### src/rtl/spi_slave.sv
// SPI mode-0 slave: oversampled on Clk, one-word transmit holding buffer,
// received words presented on RxData with a one-cycle RxValid strobe.
//
// state    | meaning
// ---------+-----------------------------------------------
// S_IDLE   | Cs_n high; Miso held low, Sck edges ignored
// S_ACTIVE | Cs_n low; shifting words in and out on Sck
module spi_slave #(
  parameter int SPI_LEN = 8
) (
  input  logic               Clk,
  input  logic               Rst,
  input  logic               Sck,
  input  logic               Cs_n,
  input  logic               Mosi,
  output logic               Miso,
  output logic               MisoOe,
  input  logic [SPI_LEN-1:0] TxData,
  input  logic               TxLoad,
  output logic               TxReady,
  output logic [SPI_LEN-1:0] RxData,
  output logic               RxValid,
  output logic               Underrun
);

  localparam int CW = $clog2(SPI_LEN);

  typedef enum logic {S_IDLE, S_ACTIVE} state_t;

  state_t r_state, w_state_nxt;

  logic r_sck_s1, r_sck_s2, r_sck_s3;
  logic r_cs_s1, r_cs_s2, r_cs_s3;
  logic r_mosi_s1, r_mosi_s2;

  logic [SPI_LEN-1:0] r_tx_sr, r_rx_sr, r_tx_buf, r_rx_data;
  logic [CW-1:0]      r_bit_cnt;
  logic               r_buf_full, r_seen_rise, r_load_pend;
  logic               r_rx_valid, r_underrun;

  logic w_sck_rise, w_sck_fall, w_cs_fall, w_cs_rise;
  logic w_rise_ev, w_fall_ev, w_load, w_last;
  logic [SPI_LEN-1:0] w_rx_next;

  always_ff @(posedge Clk) begin
    if (!Rst) begin
      r_sck_s1  <= 1'b0;
      r_sck_s2  <= 1'b0;
      r_sck_s3  <= 1'b0;
      r_cs_s1   <= 1'b1;
      r_cs_s2   <= 1'b1;
      r_cs_s3   <= 1'b1;
      r_mosi_s1 <= 1'b0;
      r_mosi_s2 <= 1'b0;
    end else begin
      r_sck_s1  <= Sck;
      r_sck_s2  <= r_sck_s1;
      r_sck_s3  <= r_sck_s2;
      r_cs_s1   <= Cs_n;
      r_cs_s2   <= r_cs_s1;
      r_cs_s3   <= r_cs_s2;
      r_mosi_s1 <= Mosi;
      r_mosi_s2 <= r_mosi_s1;
    end
  end

  assign w_sck_rise = r_sck_s2 & ~r_sck_s3;
  assign w_sck_fall = ~r_sck_s2 & r_sck_s3;
  assign w_cs_fall  = ~r_cs_s2 & r_cs_s3;
  assign w_cs_rise  = r_cs_s2 & ~r_cs_s3;

  // A deselect wins over any Sck edge seen in the same cycle.
  assign w_rise_ev = (r_state == S_ACTIVE) && !w_cs_rise && w_sck_rise;
  assign w_fall_ev = (r_state == S_ACTIVE) && !w_cs_rise && w_sck_fall && r_seen_rise;
  assign w_load    = ((r_state == S_IDLE) && w_cs_fall) || (w_fall_ev && r_load_pend);
  assign w_last    = (r_bit_cnt == CW'(SPI_LEN - 1));
  assign w_rx_next = {r_rx_sr[SPI_LEN-2:0], r_mosi_s2};

  always_ff @(posedge Clk) begin
    if (!Rst) r_state <= S_IDLE;
    else      r_state <= w_state_nxt;
  end

  always_comb begin
    w_state_nxt = r_state;
    case (r_state)
      S_IDLE:   if (w_cs_fall) w_state_nxt = S_ACTIVE;
      S_ACTIVE: if (w_cs_rise) w_state_nxt = S_IDLE;
      default:  w_state_nxt = S_IDLE;
    endcase
  end

  always_comb begin
    Miso   = 1'b0;
    MisoOe = 1'b0;
    if (r_state == S_ACTIVE) begin
      Miso   = r_tx_sr[SPI_LEN-1];
      MisoOe = 1'b1;
    end
  end

  always_ff @(posedge Clk) begin
    if (!Rst) begin
      r_tx_sr     <= '0;
      r_rx_sr     <= '0;
      r_tx_buf    <= '0;
      r_rx_data   <= '0;
      r_bit_cnt   <= '0;
      r_buf_full  <= 1'b0;
      r_seen_rise <= 1'b0;
      r_load_pend <= 1'b0;
      r_rx_valid  <= 1'b0;
      r_underrun  <= 1'b0;
    end else begin
      r_rx_valid <= 1'b0;
      r_underrun <= 1'b0;

      // An empty buffer at a load sends zeros for the whole word.
      if (w_load) begin
        r_tx_sr    <= r_buf_full ? r_tx_buf : '0;
        r_underrun <= !r_buf_full;
      end else if (w_fall_ev) begin
        r_tx_sr <= {r_tx_sr[SPI_LEN-2:0], 1'b0};
      end

      // A write landing with a load refills the buffer for the following word.
      if (TxLoad && !r_buf_full) begin
        r_tx_buf   <= TxData;
        r_buf_full <= 1'b1;
      end else if (w_load) begin
        r_buf_full <= 1'b0;
      end

      if ((r_state == S_IDLE) && w_cs_fall) begin
        r_bit_cnt   <= '0;
        r_rx_sr     <= '0;
        r_seen_rise <= 1'b0;
        r_load_pend <= 1'b0;
      end else if ((r_state == S_ACTIVE) && w_cs_rise) begin
        r_bit_cnt   <= '0;
        r_seen_rise <= 1'b0;
        r_load_pend <= 1'b0;
      end else if (w_rise_ev) begin
        r_rx_sr     <= w_rx_next;
        r_seen_rise <= 1'b1;
        if (w_last) begin
          r_bit_cnt   <= '0;
          r_rx_data   <= w_rx_next;
          r_rx_valid  <= 1'b1;
          r_load_pend <= 1'b1;
        end else begin
          r_bit_cnt <= r_bit_cnt + 1'b1;
        end
      end else if (w_fall_ev && r_load_pend) begin
        r_load_pend <= 1'b0;
      end
    end
  end

  assign TxReady  = ~r_buf_full;
  assign RxData   = r_rx_data;
  assign RxValid  = r_rx_valid;
  assign Underrun = r_underrun;

endmodule

### config.mk
export PLATFORM = sky130hd
export DESIGN_NAME = spi_slave
export DESIGN_NICKNAME = d
export VERILOG_FILES = /design/src/rtl/spi_slave.sv
export SDC_FILE = /design/constraint.sdc
export NUM_CORES = 1
export LEC_CHECK = 0
export CORE_MARGIN = 4
export CORE_UTILIZATION = 45
export DETAILED_ROUTE_END_ITERATION = 10
export PLACE_DENSITY = 0.68
export SYNTH_ARGS = -nofsm -noshare
export SYNTH_HDL_FRONTEND = slang
export SYNTH_SLANG_ARGS = --single-unit
### constraint.sdc
create_clock -name Clk -period 4.36 [get_ports Clk]
set_input_delay 0.872 -clock Clk [delete_from_list [all_inputs] [get_ports Clk]]
set_output_delay 0.872 -clock Clk [all_outputs]
set_load 0.1 [all_outputs]
==> summary.txt, run 1 <==
Status - finished clean
Routed Antenna Nets - 0
Largest cells by area after synthesis - dfxtp_1 (53%), mux2i_1 (9.4%), nand2_1 (4.7%)
CTS H-tree depth - 2
Post-route minimum period - 2.881 ns
Gpl congestion - 0.7024
Dpl hpwl - 2263 µm
Final period util - 0.6607
# diodes - 0
Worst-margin pin slew - 1.063 ns
Yosys reg bits - 48
IO buf count - 26
Tightest Hold Check Type - reg -> reg
Clk slew on worst S/H paths - 0.08 ns
Num Clock Sinks - 48
Routed via count - 1283
Leak Pwr - 0.0009331 µW
Cts repair resizes - 0
Drt first pass iters - 4
Worst-Skew Late Latency - 0.30 ns
1st-iter DRT viols - 64
Post-layout util - 0.5826
Mapped cell area - 1819 µm²
Multi-input logic area - 785.8 µm²
Peak supply drop - 0.2185 mV
Share of layout cells above drive strength 1 - 0.05714
Nets - 225
Max FO, Critical Path - 7
Ys Warns - 0
DRC - 0
Initial antenna violation count - 0
Register area - 960.9 µm²
Pre-CTS setup slack - 1.551 ns
Average wire per standard cell - 12.23 µm
Unrepaired setup endpoints after global routing - false
Setup_tns - 0 ns
Max frequency - 347.2 MHz
Chip height - 71.58 µm
Total Wirelength - 3155 µm
Syn Inst Count - 186
Vias in the first global route - 1264
CTS Root Cell - clkbuf_8
Crit path kind - reg -> out
GR peak layer - met2
Largest net degree at the start of global routing - 38
CTS tree - done
Slew Viols, Final - 0
Max-Cap Viols - 0
CTS Hold Bufs - 0
Die area - 5124 µm²
PwrDens - 379.4 nW/µm²
Hold Fails Final Rpt - 0
Width of the die - 71.58 µm
Num ports - 27
Reg2Reg Setup Slack - 2.59 ns
Syn_area_per_cell - 9.781 µm²
Commonest non-fill, non-tap cell in the layout - dfxtp_1
Setup bufs post-CTS - 0
Largest area contributor in the netlist - dfxtp_1
Commonest cells after routing, fill and taps aside - dfxtp_1 (48), clkdlybuf4s50_1 (26), nand2_1 (23)
Final worst slack - 1.479 ns
First-pass GRT wire length - 5589 µm
Critical path startpoint category - flip-flop
Critical Path End Type - output pin
Top-area cell type share of the netlist area - 0.5282
Max clock buf depth - 2
Rows - 22
GRT met3 Usage - 0.03787
Initial core utilization - 0.4824
Yosys cell types - 33
Count of final setup violators - 0
Met1 usage - 0.1606
Gr usage total - 0.1373
M2 GR Usage - 0.2265
Number of vias per cell - 4.973
Fillers - 334
Grt total ovfl - 0
P&R area growth vs syn - 20.77%
CP Data Arrival Time - 2.01 ns
Syn Nets - 202
Sequential area share after synthesis - 0.5282
Core ar. - 3771 µm²
CTS buffer count - 5
Worst Skew - 0.005478 ns
Rel. slew slack - 0.2891
Critical Path RT - 3.49 ns
Pwr Total - 833.5 µW
per-layer routing:
| layer | wire length (µm) | vias up |
|---|---|---|
| met1 | 1437 | 574 |
| met3 | 144 | 4 |
| met5 | 0 | - |
| met4 | 49 | 0 |
| li1 | - | 677 |
| met2 | 1524 | 28 |
synthesized netlist by cell type (all sizes together):
| cell | count |
|---|---|
| nand2b | 3 |
| nor2 | 11 |
| o41ai | 1 |
| ha | 2 |
| o31ai | 1 |
| dfxtp | 48 |
| and2 | 9 |
| nand4 | 1 |
| nor2b | 11 |
| or3 | 1 |
| o211ai | 1 |
| nand3 | 2 |
| nand2 | 23 |
| nand3b | 2 |
| or3b | 1 |
| a31oi | 1 |
| buf | 6 |
| a22oi | 6 |
| a21boi | 8 |
| o22ai | 1 |
| clkbuf | 4 |
| mux2i | 17 |
| a21oi | 9 |
| o21ai | 10 |
| nor3 | 1 |
| inv | 5 |
| a211oi | 1 |
per-stage QoR:
stage / hold slack [ns] / instances / cell area [µm²]
final: 0.4180 / 258 / 2197
after CTS: 0.4183 / 258 / 2192
after detailed placement: 0.3989 / 250 / 2081
after global routing: 0.4484 / 258 / 2197
after floorplan: 0.3863 / 186 / 1819
after global placement: 0.3973 / 250 / 2081
state kept, by name, summed over array words and instances, names as in the netlist, 3 cells and up:
register,flops
r_tx_buf,8
r_bit_cnt,3
r_tx_sr,8
RxData,8
r_rx_sr,7
worst paths after layout:
path	cells past startpoint	startpoint	end
hold / removal	1	r_cs_s1	r_cs_s2
setup reg to reg	5	r_bit_cnt[0]	RxData[3]
setup / recovery	2	r_state	Miso
hold reg to reg	1	r_cs_s1	r_cs_s2
kinds of logic (layout without fill, tap and decap cells):
family,count (synthesis),after routing,synth area share
fa+ha+maj,2,2,0.01375
flops,48,48,0.5282
simple gates,65,65,0.1857
mux,17,17,0.09353
compound gates,39,39,0.1362
buf+inv,15,39,0.04264
critical path: stages, from the launching register on:
cell and delay [ns]:
dfxtp_1 0.44, and2_1 0.15, clkdlybuf4s50_1 1.12
where the power goes:
group,internal [µW],switching [µW]
Sequential,451,8.29
Combinational,26.7,36.6
Clock,170,142
area by class of cell:
cell class | instances | share of cell area
repair buffers | 26 | 0.1185
well taps | 48 | 0.02733
inverters | 5 | 0.008542
clock inverters | 3 | 0.01936
multi-input cells | 123 | 0.3576
clock buffers | 5 | 0.03132
flip-flops and latches | 48 | 0.4374
Power figures use the tool's default switching activity.
==> run 2: changes to the inputs <==
- PLACE_DENSITY: 0.68 -> 0.71
- clock period: 4.36 -> 2.37 ns (I/O delays scaled with it)
==> summary.txt, run 2 (synthesis gave the netlist of run 1 again) <==
Critical Path RT - 2.58 ns (-0.91 ns)
Max frequency - 486.8 MHz
Critical path startpoint category - flip-flop
WL met3 - 149 µm (+3.5%)
Setup bufs post-CTS - 0 (unchanged)
Max-Cap Viols - 0 (unchanged)
PwrDens - 723.2 nW/µm² (+91%)
Num Clock Sinks - 48 (unchanged)
Final worst slack - 0.3156 ns (-1.164 ns)
Slew Viols, Final - 0 (unchanged)
CP max-delay cell - o31ai_1
Clk slew on worst S/H paths - 0.08 ns (about the same)
Rows - 22 (unchanged)
CP peak stage delay - 1.02 ns (-0.10 ns)
NetSw - 333.7 µW (+79%)
Gr usage total - 0.1394 (+0.002086)
Fillers - 332 (-0.60%)
Width of the die - 71.58 µm (unchanged)
Total Wirelength - 3201 µm (+1.5%)
IO buf count - 26 (unchanged)
CP top delay family - compound AO/OA/AOI/OAI gates
Register area - 960.9 µm² (unchanged)
CP Data Arrival Time - 2.26 ns (+0.25 ns)
Vias in the first global route - 1312 (+3.8%)
Worst Skew - 0.006786 ns (+0.001308 ns)
CTS Root Cell - clkbuf_8
# diodes - 0 (unchanged)
Crit-path cells - inv_1 > o31ai_1 > o21ai_0 > a21oi_1
P&R area growth vs syn - 20.36%
Min Hold Slack - 0.4100 ns (-0.008085 ns)
Combinational share of power - 0.073 (-0.003)
Reg power frac - 0.533 (-0.018)
CTS H-tree depth - 2 (unchanged)
Critical Path End Type - flip-flop
Wl on met1 - 1454 µm (+1.2%)
Initial core utilization - 0.4824 (unchanged)
Hold Fails Final Rpt - 0 (unchanged)
1st-iter DRT viols - 53 (-17%)
Unrepaired setup endpoints after global routing - false
Leak Pwr - 0.0009754 µW (+4.5%)
DRC - 0 (unchanged)
Pre-CTS setup slack - 0.4308 ns (-1.120 ns)
Peak supply drop - 0.3525 mV (+61%)
Largest net degree at the start of global routing - 29 (-24%)
Worst-margin pin slew - 1.216 ns (+0.1533 ns)
Pint - 1250 µW (+93%)
CTS tree - done
Die area - 5124 µm² (unchanged)
Rel. slew slack - 0.1822 (-0.1069)
First-pass GRT wire length - 5733 µm (+2.6%)
CTS Hold Bufs - 0 (unchanged)
Pwr Total - 1583 µW (+90%)
Nets - 227 (+0.89%)
Commonest cells after routing, fill and taps aside - dfxtp_1 (48), nand2_1 (23), mux2i_1 (17)
Dpl hpwl - 2403 µm (+6.2%)
Grt total ovfl - 0 (unchanged)
Drt first pass iters - 5 (+1)
Setup_tns - 0 ns (unchanged)
Worst-Skew Late Latency - 0.29 ns (about the same)
Status - finished clean
Share of layout cells above drive strength 1 - 0.1226 (+0.06550)
Initial antenna violation count - 0 (unchanged)
Max FO, Critical Path - 14 (+7)
Chip height - 71.58 µm (unchanged)
Routed via count - 1287 (+0.31%)
CTS buffer count - 5 (unchanged)
Post-route minimum period - 2.054 ns
Max clock buf depth - 2 (unchanged)
Commonest non-fill, non-tap cell in the layout - dfxtp_1
Met2 WL - 1566 µm (+2.8%)
DR top layer - met4
Cts repair resizes - 0 (unchanged)
Sw frac - 0.2108 (-0.01294)
Crit path kind - reg -> reg
Average wire per standard cell - 12.31 µm (+0.68%)
Final period util - 0.8668
Count of final setup violators - 0 (unchanged)
Tightest Hold Check Type - reg -> reg
Num ports - 27 (unchanged)
Gpl congestion - 0.6992 (-0.46%)
Multi-input logic area - 780.7 µm² (-0.64%)
Core ar. - 3771 µm² (unchanged)
CP Buf/Inv Count - 1 (unchanged)
Part of the power in the clock network - 0.394 (+0.021)
Number of vias per cell - 4.950 (-0.46%)
Routed Antenna Nets - 0 (unchanged)
run 2: cell types whose count changed in the layout (fill, tap and decap cells not counted), sizes merged:
cell / previous run / this run
clkdlybuf4s50: 26 / 13
clkinvlp: 1 / 0
buf: 0 / 15
clkbuf: 5 / 7
clkinv: 1 / 0
run 2: layout make-up:
class / count / area share
repair buffers: 28 / 0.1109
multi-input cells: 123 / 0.3566
flip-flops and latches: 48 / 0.4389
clock buffers: 7 / 0.04400
clock inverters: 1 / 0.01371
well taps: 48 / 0.02743
inverters: 5 / 0.008571
run 2: power by group through the flow:
| stage | combinational, µW | sequential, µW | clock (µW) |
|---|---|---|---|
| detailed placement | 117 | 863 | 0 |
| global route | 129 | 848 | 679 |
| floorplan | 72.3 | 870 | 0 |
| CTS | 117 | 844 | 644 |
| global placement | 113 | 863 | 0 |
| finish | 116 | 844 | 623 |
run 2: final timing paths:
path	startpoint	end	slack (ns)	depth (start not counted)
worst min-delay path	r_cs_s1	r_cs_s2	0.41	1
worst min register to register	r_cs_s1	r_cs_s2	0.41	1
worst max-delay path	r_state	r_tx_sr[3]	0.32	4
worst max register to register	r_state	r_tx_sr[3]	0.32	4
run 2: through the flow:
step                      instances  cell area, µm²    util
after floorplan                 186            1819       -
after global placement          252            2063  0.5471
after detailed placement        252            2063  0.5471
after CTS                       260            2190  0.5806
after global routing            260            2190  0.5806
final                           260            2190  0.5806
run 2: layer usage:
metal / track usage / vias up
met1: 0.1607 / 581
li1: - / 679
met4: 0.04384 / 0
met2: 0.2469 / 23
met5: 0 / -
met3: 0.04067 / 4
